--- src/rtl/agc_pwr_loop.sv ---
// AGC core: windowed mean I/Q power estimate driving a first-order PWM gain loop.
// Latency: sample at t -> estimate/rdy at t+2 -> pwm_ctrl at t+3 -> pwm_out after next PWM wrap.
// Backpressure: none; data_vld gaps only stall the window count, one sample per cycle accepted.
//
// Ports: clk/reset (sync, active-high); data_i_in/data_q_in/data_vld sample input;
// agc_en, agc_fix, pwm_fix_val, pwr_est_prd, pwr_ref, loop_step, lock_tol control;
// pwr_est_val/pwr_est_rdy estimate output; pwm_ctrl, pwm_out, agc_lock loop outputs.
// Optional lock detector compiled in with macro AGC_LOCK_DET_EN (otherwise agc_lock = 0).
module agc_pwr_loop #(
    parameter int DW    = 10,
    parameter int PWM_W = 10
) (
    input  logic               clk,
    input  logic               reset,
    input  logic [DW-1:0]      data_i_in,
    input  logic [DW-1:0]      data_q_in,
    input  logic               data_vld,
    input  logic               agc_en,
    input  logic               agc_fix,
    input  logic [PWM_W-1:0]   pwm_fix_val,
    input  logic [1:0]         pwr_est_prd,
    input  logic [2*DW-1:0]    pwr_ref,
    input  logic [3:0]         loop_step,
    input  logic [2*DW-1:0]    lock_tol,
    output logic [2*DW-1:0]    pwr_est_val,
    output logic               pwr_est_rdy,
    output logic [PWM_W-1:0]   pwm_ctrl,
    output logic               pwm_out,
    output logic               agc_lock
);

    localparam int PW = 2 * DW;
    localparam int AW = PW + 14;
    localparam int CW = 14;
    // Loop arithmetic width: wide enough for err (PW+1) and pwm_ctrl plus delta without wrap.
    localparam int SW = ((PW + 1 > PWM_W + 1) ? PW + 1 : PWM_W + 1) + 1;
    localparam logic [PWM_W-1:0] MID = {1'b1, {(PWM_W-1){1'b0}}};

    // ---------------- squarer (S1) ----------------
    logic signed [PW-1:0] si_x, sq_x, sq_i, sq_q;
    logic [PW-1:0]        p_next, s1_p;
    logic                 s1_vld;

    assign si_x   = PW'($signed(data_i_in));
    assign sq_x   = PW'($signed(data_q_in));
    assign sq_i   = si_x * si_x;
    assign sq_q   = sq_x * sq_x;
    assign p_next = $unsigned(sq_i) + $unsigned(sq_q);

    // ---------------- accumulator / window ----------------
    logic [AW-1:0] acc, acc_sum;
    logic [CW-1:0] cnt, n_last;
    logic [1:0]    prd_lat, prd_cur;
    logic [4:0]    shamt;
    logic [PW-1:0] est_next;

    // The window length is taken live while the window is empty, then frozen.
    assign prd_cur  = (cnt == '0) ? pwr_est_prd : prd_lat;
    assign shamt    = 5'd8 + {2'b00, prd_cur, 1'b0};
    assign n_last   = CW'((15'd1 << shamt) - 15'd1);
    assign acc_sum  = acc + AW'(s1_p);
    assign est_next = PW'(acc_sum >> shamt);

    // ---------------- loop filter ----------------
    logic signed [SW-1:0] err_x, delta_x, sum_x;
    logic [PWM_W-1:0]     ctrl_next;

    assign err_x   = $signed({{(SW-PW){1'b0}}, pwr_ref}) - $signed({{(SW-PW){1'b0}}, pwr_est_val});
    assign delta_x = err_x >>> loop_step;
    assign sum_x   = $signed({{(SW-PWM_W){1'b0}}, pwm_ctrl}) + delta_x;

    always_comb begin
        ctrl_next = sum_x[PWM_W-1:0];
        if (sum_x < 0)
            ctrl_next = '0;
        else if (sum_x > $signed({{(SW-PWM_W){1'b0}}, {PWM_W{1'b1}}}))
            ctrl_next = '1;
    end

    always_ff @(posedge clk) begin
        if (reset) begin
            s1_p        <= '0;
            s1_vld      <= 1'b0;
            acc         <= '0;
            cnt         <= '0;
            prd_lat     <= '0;
            pwr_est_val <= '0;
            pwr_est_rdy <= 1'b0;
            pwm_ctrl    <= MID;
        end else begin
            s1_p        <= p_next;
            s1_vld      <= data_vld && agc_en;
            pwr_est_rdy <= 1'b0;
            if (!agc_en) begin
                acc <= '0;
                cnt <= '0;
            end else if (s1_vld) begin
                if (cnt == '0)
                    prd_lat <= pwr_est_prd;
                if (cnt == n_last) begin
                    pwr_est_val <= est_next;
                    pwr_est_rdy <= 1'b1;
                    acc         <= '0;
                    cnt         <= '0;
                end else begin
                    acc <= acc_sum;
                    cnt <= cnt + CW'(1);
                end
            end
            // Fixed gain wins; the loop only moves on the cycle after a fresh estimate.
            if (agc_fix)
                pwm_ctrl <= pwm_fix_val;
            else if (pwr_est_rdy && agc_en)
                pwm_ctrl <= ctrl_next;
        end
    end

    // ---------------- PWM ----------------
    logic [PWM_W-1:0] pwm_cnt, duty;

    always_ff @(posedge clk) begin
        if (reset) begin
            pwm_cnt <= '0;
            duty    <= MID;
            pwm_out <= 1'b0;
        end else begin
            pwm_cnt <= pwm_cnt + PWM_W'(1);
            // Duty only changes at the period boundary so no period is ever split.
            if (pwm_cnt == '1)
                duty <= pwm_ctrl;
            pwm_out <= (pwm_cnt < duty);
        end
    end

    // ---------------- lock detector ----------------
`ifdef AGC_LOCK_DET_EN
    logic [1:0]           lock_cnt;
    logic signed [SW-1:0] abs_err;
    logic                 in_tol;

    assign abs_err = (err_x < 0) ? -err_x : err_x;
    assign in_tol  = (abs_err <= $signed({{(SW-PW){1'b0}}, lock_tol}));

    // lock_cnt counts in-tolerance estimates already seen (0..3); the 4th sets the lock.
    always_ff @(posedge clk) begin
        if (reset || !agc_en || agc_fix) begin
            lock_cnt <= '0;
            agc_lock <= 1'b0;
        end else if (pwr_est_rdy) begin
            if (in_tol) begin
                if (lock_cnt == 2'd3)
                    agc_lock <= 1'b1;
                else
                    lock_cnt <= lock_cnt + 2'd1;
            end else begin
                lock_cnt <= '0;
                agc_lock <= 1'b0;
            end
        end
    end
`else
    logic unused_lock_tol;
    assign unused_lock_tol = ^lock_tol;
    assign agc_lock        = 1'b0;
`endif

endmodule

--- config.mk ---
export PLATFORM = sky130hd
export DESIGN_NAME = agc_pwr_loop
export DESIGN_NICKNAME = d
export VERILOG_FILES = /design/src/rtl/agc_pwr_loop.sv
export SDC_FILE = /design/constraint.sdc
export NUM_CORES = 1
export LEC_CHECK = 0
export ABC_AREA = 1
export BUFFER_PORTS_ARGS = -buffer_cell sky130_fd_sc_hd__buf_2
export CORE_MARGIN = 4
export CORE_UTILIZATION = 30
export CTS_CLUSTER_SIZE = 40
export DETAILED_ROUTE_END_ITERATION = 10
export GPL_TIMING_DRIVEN = 0
export PLACE_DENSITY = 0.52
export SETUP_SLACK_MARGIN = 0.05
export SYNTH_ARGS = -nofsm -noshare
export SYNTH_HDL_FRONTEND = slang
export SYNTH_SLANG_ARGS = --single-unit
export TNS_END_PERCENT = 1
--- constraint.sdc ---
create_clock -name clk -period 14.7 [get_ports clk]
set_input_delay 2.205 -clock clk [delete_from_list [all_inputs] [get_ports clk]]
set_output_delay 2.205 -clock clk [all_outputs]
set_load 0.02 [all_outputs]
==> metrics.yaml, run 1 <==
place:
  dp_hpwl_um: 36600
  routabilityCongestion: 0.861
  io_buffers: 87
  place_area_um2: 17800
sta:
  skew_ps: 9.34
  timing.final.crit_share_pct: 60.4
  slew-limit-headroom_pct: 39.9
  final_max_slew_viol_count: 0
  setup_tns_ps: 0
  min_period_ps: 8880
  setup_viol: 0
  worst_pin_slew_ps: 901
  finalHoldViolations: 0
  grt_setup_unrepaired: "false"
  final.hold.worst_slack_ps: 462
  clock.fmax_mhz: 113
min_path:
  min_to: "duty[5]"
  hp-start: "duty[5]"
  hold_path.class: "reg -> reg"
  holdPathStages: 2
setup_path:
  r2r-start: "pwr_est_val[0]"
  ff2ff_path_depth: 38
  cp_common_cell: "fa_1"
  crit_path_top_delay_cell: "fa_1"
  cp.required_ps: 15030
  worst_ep_arrival_time_ps: 9220
  r2r_end: "pwm_ctrl[9]"
  cp-end-kind: "flop"
  crit_fanout: 10
  critPathMaxStageDelay_ps: 550
  crit_path_start_kind: "input pin"
  crit_type: "in -> reg"
  r2r_slack_ps: 9370
global_routing:
  grt_pass1_wl_um: 71400
  grt_start_max_net_pins: 17
  grt.total_usage_pct: 14.6
  antenna_found_initial: 0
  first_global_vias: 14400
  overflow: 0
yosys:
  synth_fp_nets: 2673
  synth_top_cells_by_count: "nand2_1 (510), inv_1 (456), fa_1 (197)"
  synth_ff_type: "dfxtp_1"
  syn_area_um2: 16500
  synth_top_area_cell: "fa_1"
  synth_edf_count: 0
  ys_warn_count: 0
  yosys.area_share.xor_xnor_pct: 3.72
  synth_top_family_by_area: "adder cells"
  synth_compound_area_share_pct: 11.5
  avgSynthCellArea_um2: 7.29
  ys_seq_elements: 123
  yosysUniqueCellTypes: 58
  ys_async_sr_fraction_pct: 0
  synth.mux.area_fraction_pct: 0.464
  synth_simple_gate_area_share_pct: 22.3
  yosysMostFrequentCell: "nand2_1"
  yosysSeqAreaShare_pct: 15.0
  synth_top_area_share_pct: 24.0
  synth_fa_ha_area_share_pct: 34.4
  synth.area.top_cells: "fa_1 (24%), dfxtp_1 (15%), nand2_1 (12%), ha_1 (10%), inv_1 (10%)"
  syn_inst: 2258
job:
  drv_cap: 0
routing:
  ant_nets: 0
  firstDrtPassIters: 5
  drt-initial-drc-count: 681
  viasPerCell: 4.59
  wl_um: 42300
  drc: 0
  avgRoutedWirePerCell_um: 13.8
  num_vias: 14100
power:
  pwr_density_cell_nw_per_um2: 199
  cellLeakagePower_nw: 9.28
  max-vdd-ir-drop_mv: 0.195
clock_tree:
  clk_pin_slew_ps: 60
  clk_path_buf_depth: 2
  cts_tree: "done"
  h-tree-depth: 4
  clk_latency_ps: 440
  hold_buffers: 0
  cts_root_buf: "clkbuf_16"
  cts_sinks: 123
  numCtsBuffers: 17
  postCtsSetupRepairBufs: 0
  cts_resized: 0
finish:
  design_area_um2: 18400
  final_layout_size_suffix_gt1_share_pct: 10.2
  final_nets: 2779
  fillerInstances: 5843
  antenna_cells: 0
  area_growth_pct: 11.5
floorplanning:
  ios: 114
  core_area_um2: 54000
  die_w_um: 242
  core.rowCount: 85
  fp.dieArea_um2: 58700
  start_util_pct: 30.5
  die_h_um: 242
status:
  outcome: "finished, final reports clean"
[worst max-delay path, delay by kind of cell]
family / cells / cell delay [ps]
buf+inv: 6 / 1210
simple gates: 9 / 880
compound gates: 6 / 1000
fa+ha+maj: 8 / 3920
[power by group]
part	internal [mW]	switching, mW	total [mW]
Combinational	1.19	1.65	2.84
Clock	0.242	0.179	0.421
Sequential	0.382	0.0114	0.394
Total	1.81	1.84	3.65
[final cells by class]
class	count	area (um^2)	share of cell area [%]
multi-input combinational	1582	11900	64.8
clock buffer	17	425	2.32
timing repair buffer	87	435	2.37
tap	696	871	4.75
sequential	123	2460	13.4
clock inverter	15	164	0.893
inverter	487	1830	9.96
buffer	66	265	1.45
[through the flow]
| step | std cells | power [mW] | utilization [%] | setup slack (ps) |
|---|---|---|---|---|
| 6_report | 3073 | 3.65 | 34.0 | 5820 |
| 5_1_grt | 3073 | 4.20 | 34.0 | 5170 |
| 4_1_cts | 3073 | 3.72 | 34.0 | 5690 |
| 3_5_place_dp | 3041 | 3.27 | 32.9 | 5230 |
| 3_3_place_gp | 3041 | 3.24 | 32.9 | 5300 |
| 2_1_floorplan | 2258 | 2.66 | - | 6300 |
[cells by family (layout without fill, tap and decap cells)]
group           after synthesis  in the layout
compound gates              333            333
xor+xnor                     69             69
fa+ha+maj                   334            334
buf+inv                     553            672
flops                       123            123
mux                           6              6
other cells                   1              1
simple gates                839            839
[worst max-delay path by stage]
stage               cells past startpoint  endpoint         start
finish                                 29  s1_p[19]  data_q_in[0]
global route                           35  s1_p[18]  data_q_in[0]
CTS                                    35  s1_p[18]  data_q_in[0]
detailed placement                     29  s1_p[19]  data_q_in[0]
global placement                       35  s1_p[18]  data_q_in[0]
floorplan                              34  s1_p[18]  data_q_in[0]
[cell usage in the layout, fill, tap and decap left out, drive strengths merged, types with 3 or more instances in the layout]
master,count
clkbuf,71
nand4,9
xor2,44
o21ai,103
mux2i,6
buf,99
inv,496
nor3b,3
nor3,26
a22o,9
o21a,10
o21bai,6
a21o,5
o22ai,3
a31o,3
ha,137
o211ai,14
dfxtp,123
nand2,539
xnor2,25
a21boi,3
o31ai,3
clkinv,4
a31oi,10
or2,12
nand3,120
nor2,124
a21oi,159
fa,197
[flip-flops by register name, summed over array words and instances (netlist names)]
register and count:
acc 34, cnt 14, duty 10, prd_lat 2, pwm_cnt 10, pwm_ctrl 10, pwm_out 1, pwr_est_rdy 1
pwr_est_val 20, s1_p 20, s1_vld 1
[routing by layer]
layer	track usage [%]	vias up	routed length, um
met5	0	-	0
met4	5.75	0	1540
met3	1.65	61	1540
met2	24.6	266	19300
met1	19.4	6551	19900
li1	-	7216	-
(Power assumes the default switching activity.)
==> run 2, diff against run 1 <==
--- a/config.mk
+++ b/config.mk
@@ -12,7 +12,7 @@
 export CTS_CLUSTER_SIZE = 40
 export DETAILED_ROUTE_END_ITERATION = 10
 export GPL_TIMING_DRIVEN = 0
-export PLACE_DENSITY = 0.52
+export PLACE_DENSITY = 0.54
 export SETUP_SLACK_MARGIN = 0.05
 export SYNTH_ARGS = -nofsm -noshare
 export SYNTH_HDL_FRONTEND = slang
==> constraint.sdc (replaced) <==
create_clock -name clk -period 7.2 [get_ports clk]
set_input_delay 1.08 -clock clk [delete_from_list [all_inputs] [get_ports clk]]
set_output_delay 1.08 -clock clk [all_outputs]
set_load 0.02 [all_outputs]
==> metrics.yaml, run 2 (synthesized netlist as in run 1, its figures left out) <==
routing:
  ant_nets: 0  # unchanged
  drc: 0  # unchanged
  wl_um: 42500  # was 42300 um
  viasPerCell: 4.59  # about the same
  avgRoutedWirePerCell_um: 13.9  # was 13.8 um
  drt-initial-drc-count: 666  # was 681
  num_vias: 14100  # about the same
  firstDrtPassIters: 5  # unchanged
clock_tree:
  clk_latency_ps: 440  # about the same
  numCtsBuffers: 17  # unchanged
  clk_pin_slew_ps: 60  # about the same
  clk_path_buf_depth: 2  # unchanged
  cts_sinks: 123  # unchanged
  h-tree-depth: 4  # unchanged
  cts_tree: "done"  # unchanged
  cts_root_buf: "clkbuf_16"  # unchanged
power:
  combPwrFrac_pct: 79.8  # was 77.7%
  p_total_mw: 8.07  # was 3.65 mW
  p_sw_mw: 4.05  # was 1.84 mW
  p_int_mw: 4.03  # was 1.81 mW
  cellLeakagePower_nw: 9.31  # was 9.28 nW
  clock_power_share_pct: 10.2  # was 11.5%
  max-vdd-ir-drop_mv: 0.508  # was 0.195 mV
  swShare_pct: 50.1  # was 50.4%
  seqPwrFrac_pct: 10.0  # was 10.8%
  pwr_density_cell_nw_per_um2: 437  # was 199 nW/um^2
setup_path:
  crit_path_start_kind: "input pin"  # unchanged
  cp_common_cell: "inv_1"  # was fa_1
  cp-end-kind: "flop"  # unchanged
  r2r_slack_ps: 1880  # was 9370 ps
  cp.required_ps: 7570  # was 15030 ps
  crit_path_top_delay_cell: "fa_1"  # unchanged
  critPathMaxStageDelay_ps: 570  # was 550 ps
  crit_type: "in -> reg"  # unchanged
  worst_ep_arrival_time_ps: 7280  # was 9220 ps
  crit_fanout: 10  # unchanged
status:
  outcome: "finished, final reports clean"  # unchanged
finish:
  fin_util_pct: 34.2  # was 34.0%
  final_nets: 2772  # was 2779
  final_common_cell: "nand2_1"  # unchanged
  reg.largest.list: "acc (34), pwr_est_val (20), s1_p (20)"  # unchanged
  largest-register: "acc"  # unchanged
  area_growth_pct: 12.2  # was 11.5%
  final_cell_mix: "nand2_1 (508), inv_1 (452), fa_1 (196)"  # was nand2_1 (510), inv_1 (456), fa_1 (197)
  antenna_cells: 0  # unchanged
  final_layout_size_suffix_gt1_share_pct: 11.5  # was 10.2%
  largest_reg_flops: 34  # unchanged
sta:
  setup_tns_ps: 0  # unchanged
  final_max_slew_viol_count: 0  # unchanged
  setup_viol: 0  # unchanged
  worst_slack_ps: 285  # was 5820 ps
  clock.fmax_mhz: 145
  min_period_ps: 6920
  slew-limit-headroom_pct: 37.4  # was 39.9%
  final.hold.worst_slack_ps: 464  # was 462 ps
  grt_setup_unrepaired: "true"  # was false
  timing.final.crit_share_pct: 96.0
  finalHoldViolations: 0  # unchanged
  worst_pin_slew_ps: 939  # was 901 ps
  skew_ps: 14.1  # was 9.34 ps
place:
  routabilityCongestion: 0.891  # was 0.861
  io_buffers: 87  # unchanged
  place_ws_ps: -812  # was 5230 ps
  dp_hpwl_um: 36600  # about the same
global_routing:
  grt_start_max_net_pins: 17  # unchanged
  antenna_found_initial: 0  # unchanged
  grt_pass1_wl_um: 71500  # was 71400 um
  grt.total_usage_pct: 14.6  # about the same
  overflow: 0  # unchanged
  first_global_vias: 14400  # about the same
floorplanning:
  die_h_um: 242  # unchanged
  ios: 114  # unchanged
  fp.dieArea_um2: 58700  # unchanged
  core.rowCount: 85  # unchanged
  core_area_um2: 54000  # unchanged
  die_w_um: 242  # unchanged
  start_util_pct: 30.5  # unchanged
job:
  drv_cap: 0  # unchanged
min_path:
  hold_path.class: "reg -> reg"  # unchanged
## run 2: changes by cell type in the layout (fill, tap and decap cells not counted), sizes merged
cell	change
clkinvlp	+3
clkinv	+3
buf	+10
inv	-8
clkbuf	-15
## run 2: power by group through the flow
| stage | Sequential [mW] | Clock, mW | Combinational, mW |
|---|---|---|---|
| 6_report | 0.804 | 0.824 | 6.45 |
| 5_1_grt | 0.810 | 0.875 | 7.41 |
| 4_1_cts | 0.805 | 0.850 | 6.00 |
| 3_5_place_dp | 0.819 | 0 | 5.95 |
| 3_3_place_gp | 0.821 | 0 | 5.82 |
| 2_1_floorplan | 0.814 | 0 | 4.66 |
## run 2: what timing repair did
item / 4_1_cts / 5_1_grt
setup endpoints to repair: 3 / 4
hold buffers: 0 / 0
pin swaps: 0 / 21
resized for setup: 10 / 41
setup buffers: 1 / 5
## run 2: worst paths after layout
kind / endpoint / depth (start not counted) / startpoint
hold / removal: duty[4] / 2 / duty[4]
hold reg to reg: duty[4] / 2 / duty[4]
setup / recovery: s1_p[18] / 35 / data_q_in[3]
setup reg to reg: pwm_ctrl[5] / 38 / pwr_est_val[0]
## run 2: metal layers
metal	GRT usage [%]	vias up	share of wire, %
met5	0	-	0
met4	4.20	0	2.2
met3	1.62	56	2.9
met2	25.2	234	47
met1	19.4	6615	48
li1	-	7182	-
## run 2: metrics by stage
step / instances / area [um^2]
5_1_grt: 3066 / 18500
2_1_floorplan: 2258 / 16500
6_report: 3066 / 18500
4_1_cts: 3062 / 18300
3_5_place_dp: 3041 / 17800
3_3_place_gp: 3041 / 17800
## run 2: cell type report
| type | count | area, um^2 |
|---|---|---|
| Clock buffer | 19 | 433 |
| Fill cell | 5799 | 35600 |
| Sequential cell | 123 | 2460 |
| Inverter | 487 | 1840 |
| Timing Repair Buffer | 93 | 489 |
| Clock inverter | 13 | 134 |
| Buffer | 53 | 253 |
| Tap cell | 696 | 871 |
| Multi-Input combinational cell | 1582 | 12000 |
## run 2: critical path, delay by kind of cell
family,cells,cell delay (ps)
AO/OA/AOI/OAI,7,890
buffers and inverters,11,760
adder cells (fa/ha/maj),8,3830
AND/OR/NAND/NOR,9,720
==> run 3, diff against run 2 <==
--- a/config.mk
+++ b/config.mk
@@ -13,6 +13,7 @@
 export DETAILED_ROUTE_END_ITERATION = 10
 export GPL_TIMING_DRIVEN = 0
 export PLACE_DENSITY = 0.54
+export RECOVER_POWER = 50
 export SETUP_SLACK_MARGIN = 0.05
 export SYNTH_ARGS = -nofsm -noshare
 export SYNTH_HDL_FRONTEND = slang
==> metrics.yaml, run 3 (synthesized netlist as in run 1, its figures left out) <==
sta:
  setup_tns_ps: 0  # unchanged
  final_max_slew_viol_count: 0  # unchanged
  timing.final.crit_share_pct: 96.0  # about the same
  finalHoldViolations: 0  # unchanged
  slew-limit-headroom_pct: 38.3  # was 37.4%
  grt_setup_unrepaired: "true"  # unchanged
  min_period_ps: 6910  # was 6920 ps
  worst_pin_slew_ps: 925  # was 939 ps
  final.hold.worst_slack_ps: 463  # was 464 ps
  setup_viol: 0  # unchanged
  skew_ps: 11.9  # was 14.1 ps
  clock.fmax_mhz: 145  # about the same
clock_tree:
  hold_buffers: 0  # unchanged
  h-tree-depth: 4  # unchanged
  cts_sinks: 123  # unchanged
  clk_pin_slew_ps: 60  # about the same
  numCtsBuffers: 17  # unchanged
  clk_path_buf_depth: 2  # unchanged
  cts_tree: "done"  # unchanged
  cts_root_buf: "clkbuf_16"  # unchanged
  clk_latency_ps: 440  # about the same
setup_path:
  worst_ep_arrival_time_ps: 7280  # about the same
  crit_fanout: 10  # unchanged
  cp.required_ps: 7570  # about the same
  crit_buf_inv: 11  # unchanged
  crit_path_top_delay_cell: "fa_1"  # unchanged
  cp-end-kind: "flop"  # unchanged
  crit_family: "adder cells"  # unchanged
  critPathMaxStageDelay_ps: 570  # about the same
  crit_path_start_kind: "input pin"  # unchanged
  cp_common_cell: "inv_1"  # unchanged
  crit_type: "in -> reg"  # unchanged
global_routing:
  grt_pass1_wl_um: 71500  # unchanged
  first_global_vias: 14400  # unchanged
  antenna_found_initial: 0  # unchanged
  grt_start_max_net_pins: 17  # unchanged
  grt.total_usage_pct: 14.6  # unchanged
  overflow: 0  # unchanged
floorplanning:
  start_util_pct: 30.5  # unchanged
  core.rowCount: 85  # unchanged
  die_h_um: 242  # unchanged
  ios: 114  # unchanged
  core_area_um2: 54000  # unchanged
  die_w_um: 242  # unchanged
  fp.dieArea_um2: 58700  # unchanged
place:
  dp_hpwl_um: 36600  # unchanged
  io_buffers: 87  # unchanged
  routabilityCongestion: 0.891  # unchanged
finish:
  final_nets: 2772  # unchanged
  fillerInstances: 5813  # was 5799
  antenna_cells: 0  # unchanged
  largest_reg_flops: 34  # unchanged
  seqCellArea_um2: 2460  # unchanged
  final_cell_mix: "nand2_1 (508), inv_1 (454), fa_1 (196)"  # was nand2_1 (508), inv_1 (452), fa_1 (196)
  multiInputGateArea_um2: 12000  # about the same
  largest-register: "acc"  # unchanged
  area_growth_pct: 11.8  # was 12.2%
  final_common_cell: "nand2_1"  # unchanged
  final_layout_size_suffix_gt1_share_pct: 9.87  # was 11.5%
  reg.largest.list: "acc (34), pwr_est_val (20), s1_p (20)"  # unchanged
power:
  max-vdd-ir-drop_mv: 0.508  # about the same
  cellLeakagePower_nw: 9.17  # was 9.31 nW
  pwr_density_cell_nw_per_um2: 439  # was 437 nW/um^2
routing:
  ant_nets: 0  # unchanged
  avgRoutedWirePerCell_um: 13.9  # about the same
  drc: 0  # unchanged
  drt-initial-drc-count: 721  # was 666
  firstDrtPassIters: 5  # unchanged
  viasPerCell: 4.60  # was 4.59
  wl_um: 42600  # was 42500 um
  num_vias: 14100  # about the same
status:
  outcome: "finished, final reports clean"  # unchanged
min_path:
  hold_path.class: "reg -> reg"  # unchanged
job:
  drv_cap: 0  # unchanged
run 3: worst register-to-register path, delay by kind of cell, from the launching register on:
| kind | cells | cell delay, ps |
|---|---|---|
| flip-flops | 1 | 370 |
| XOR/XNOR | 1 | 170 |
| buffers and inverters | 2 | 170 |
| AND/OR/NAND/NOR | 26 | 2520 |
| adder cells (fa/ha/maj) | 3 | 970 |
| AO/OA/AOI/OAI | 6 | 980 |
run 3: area by class of cell:
cell class                 instances  area share, %
clock buffer                      19           2.35
clock inverter                    13          0.728
tap                              696           4.73
multi-input combinational       1582           65.0
timing repair buffer              93           2.44
inverter                         487           10.0
buffer                            53           1.37
sequential                       123           13.4
run 3: stage by stage:
step	area, um^2	instances	util, %	setup slack [ps]	total power, mW
after CTS	18300	3062	33.9	56.8	7.66
after global placement	17800	3041	32.9	-771	6.64
after detailed placement	17800	3041	32.9	-812	6.77
after global routing	18400	3066	34.0	-11.9	9.10
final	18400	3066	34.0	285	8.07
after floorplan	16500	2258	-	60.0	5.47
run 3: repair_timing:
| action | 4_1_cts | 5_1_grt |
|---|---|---|
| gates cloned | 0 | 0 |
| pin swaps | 0 | 21 |
| hold endpoints to repair | 0 | 0 |
| gates resized for setup | 10 | 41 |
| endpoints found under the setup margin | 3 | 4 |
| buffers inserted | 1 | 5 |
run 3: metal layers:
layer | GRT usage [%] | part of all wire, % | up-vias
met4 | 4.20 | 2.3 | 0
met5 | 0 | 0 | -
met3 | 1.62 | 3.2 | 52
met2 | 25.2 | 47 | 265
met1 | 19.4 | 48 | 6606
li1 | - | - | 7176
run 3: report_power, final:
group	internal [mW]	total (mW)	switching (mW)
logic	2.76	6.44	3.68
registers	0.781	0.804	0.0233
clock network	0.482	0.826	0.344
run 3: final timing paths:
check           endpoint  slack (ps)  cells after the start           start
max             s1_p[18]         290                     35    data_q_in[3]
max reg2reg  pwm_ctrl[5]        1880                     38  pwr_est_val[0]
min              duty[5]         460                      2         duty[5]
min reg2reg      duty[5]         460                      2         duty[5]
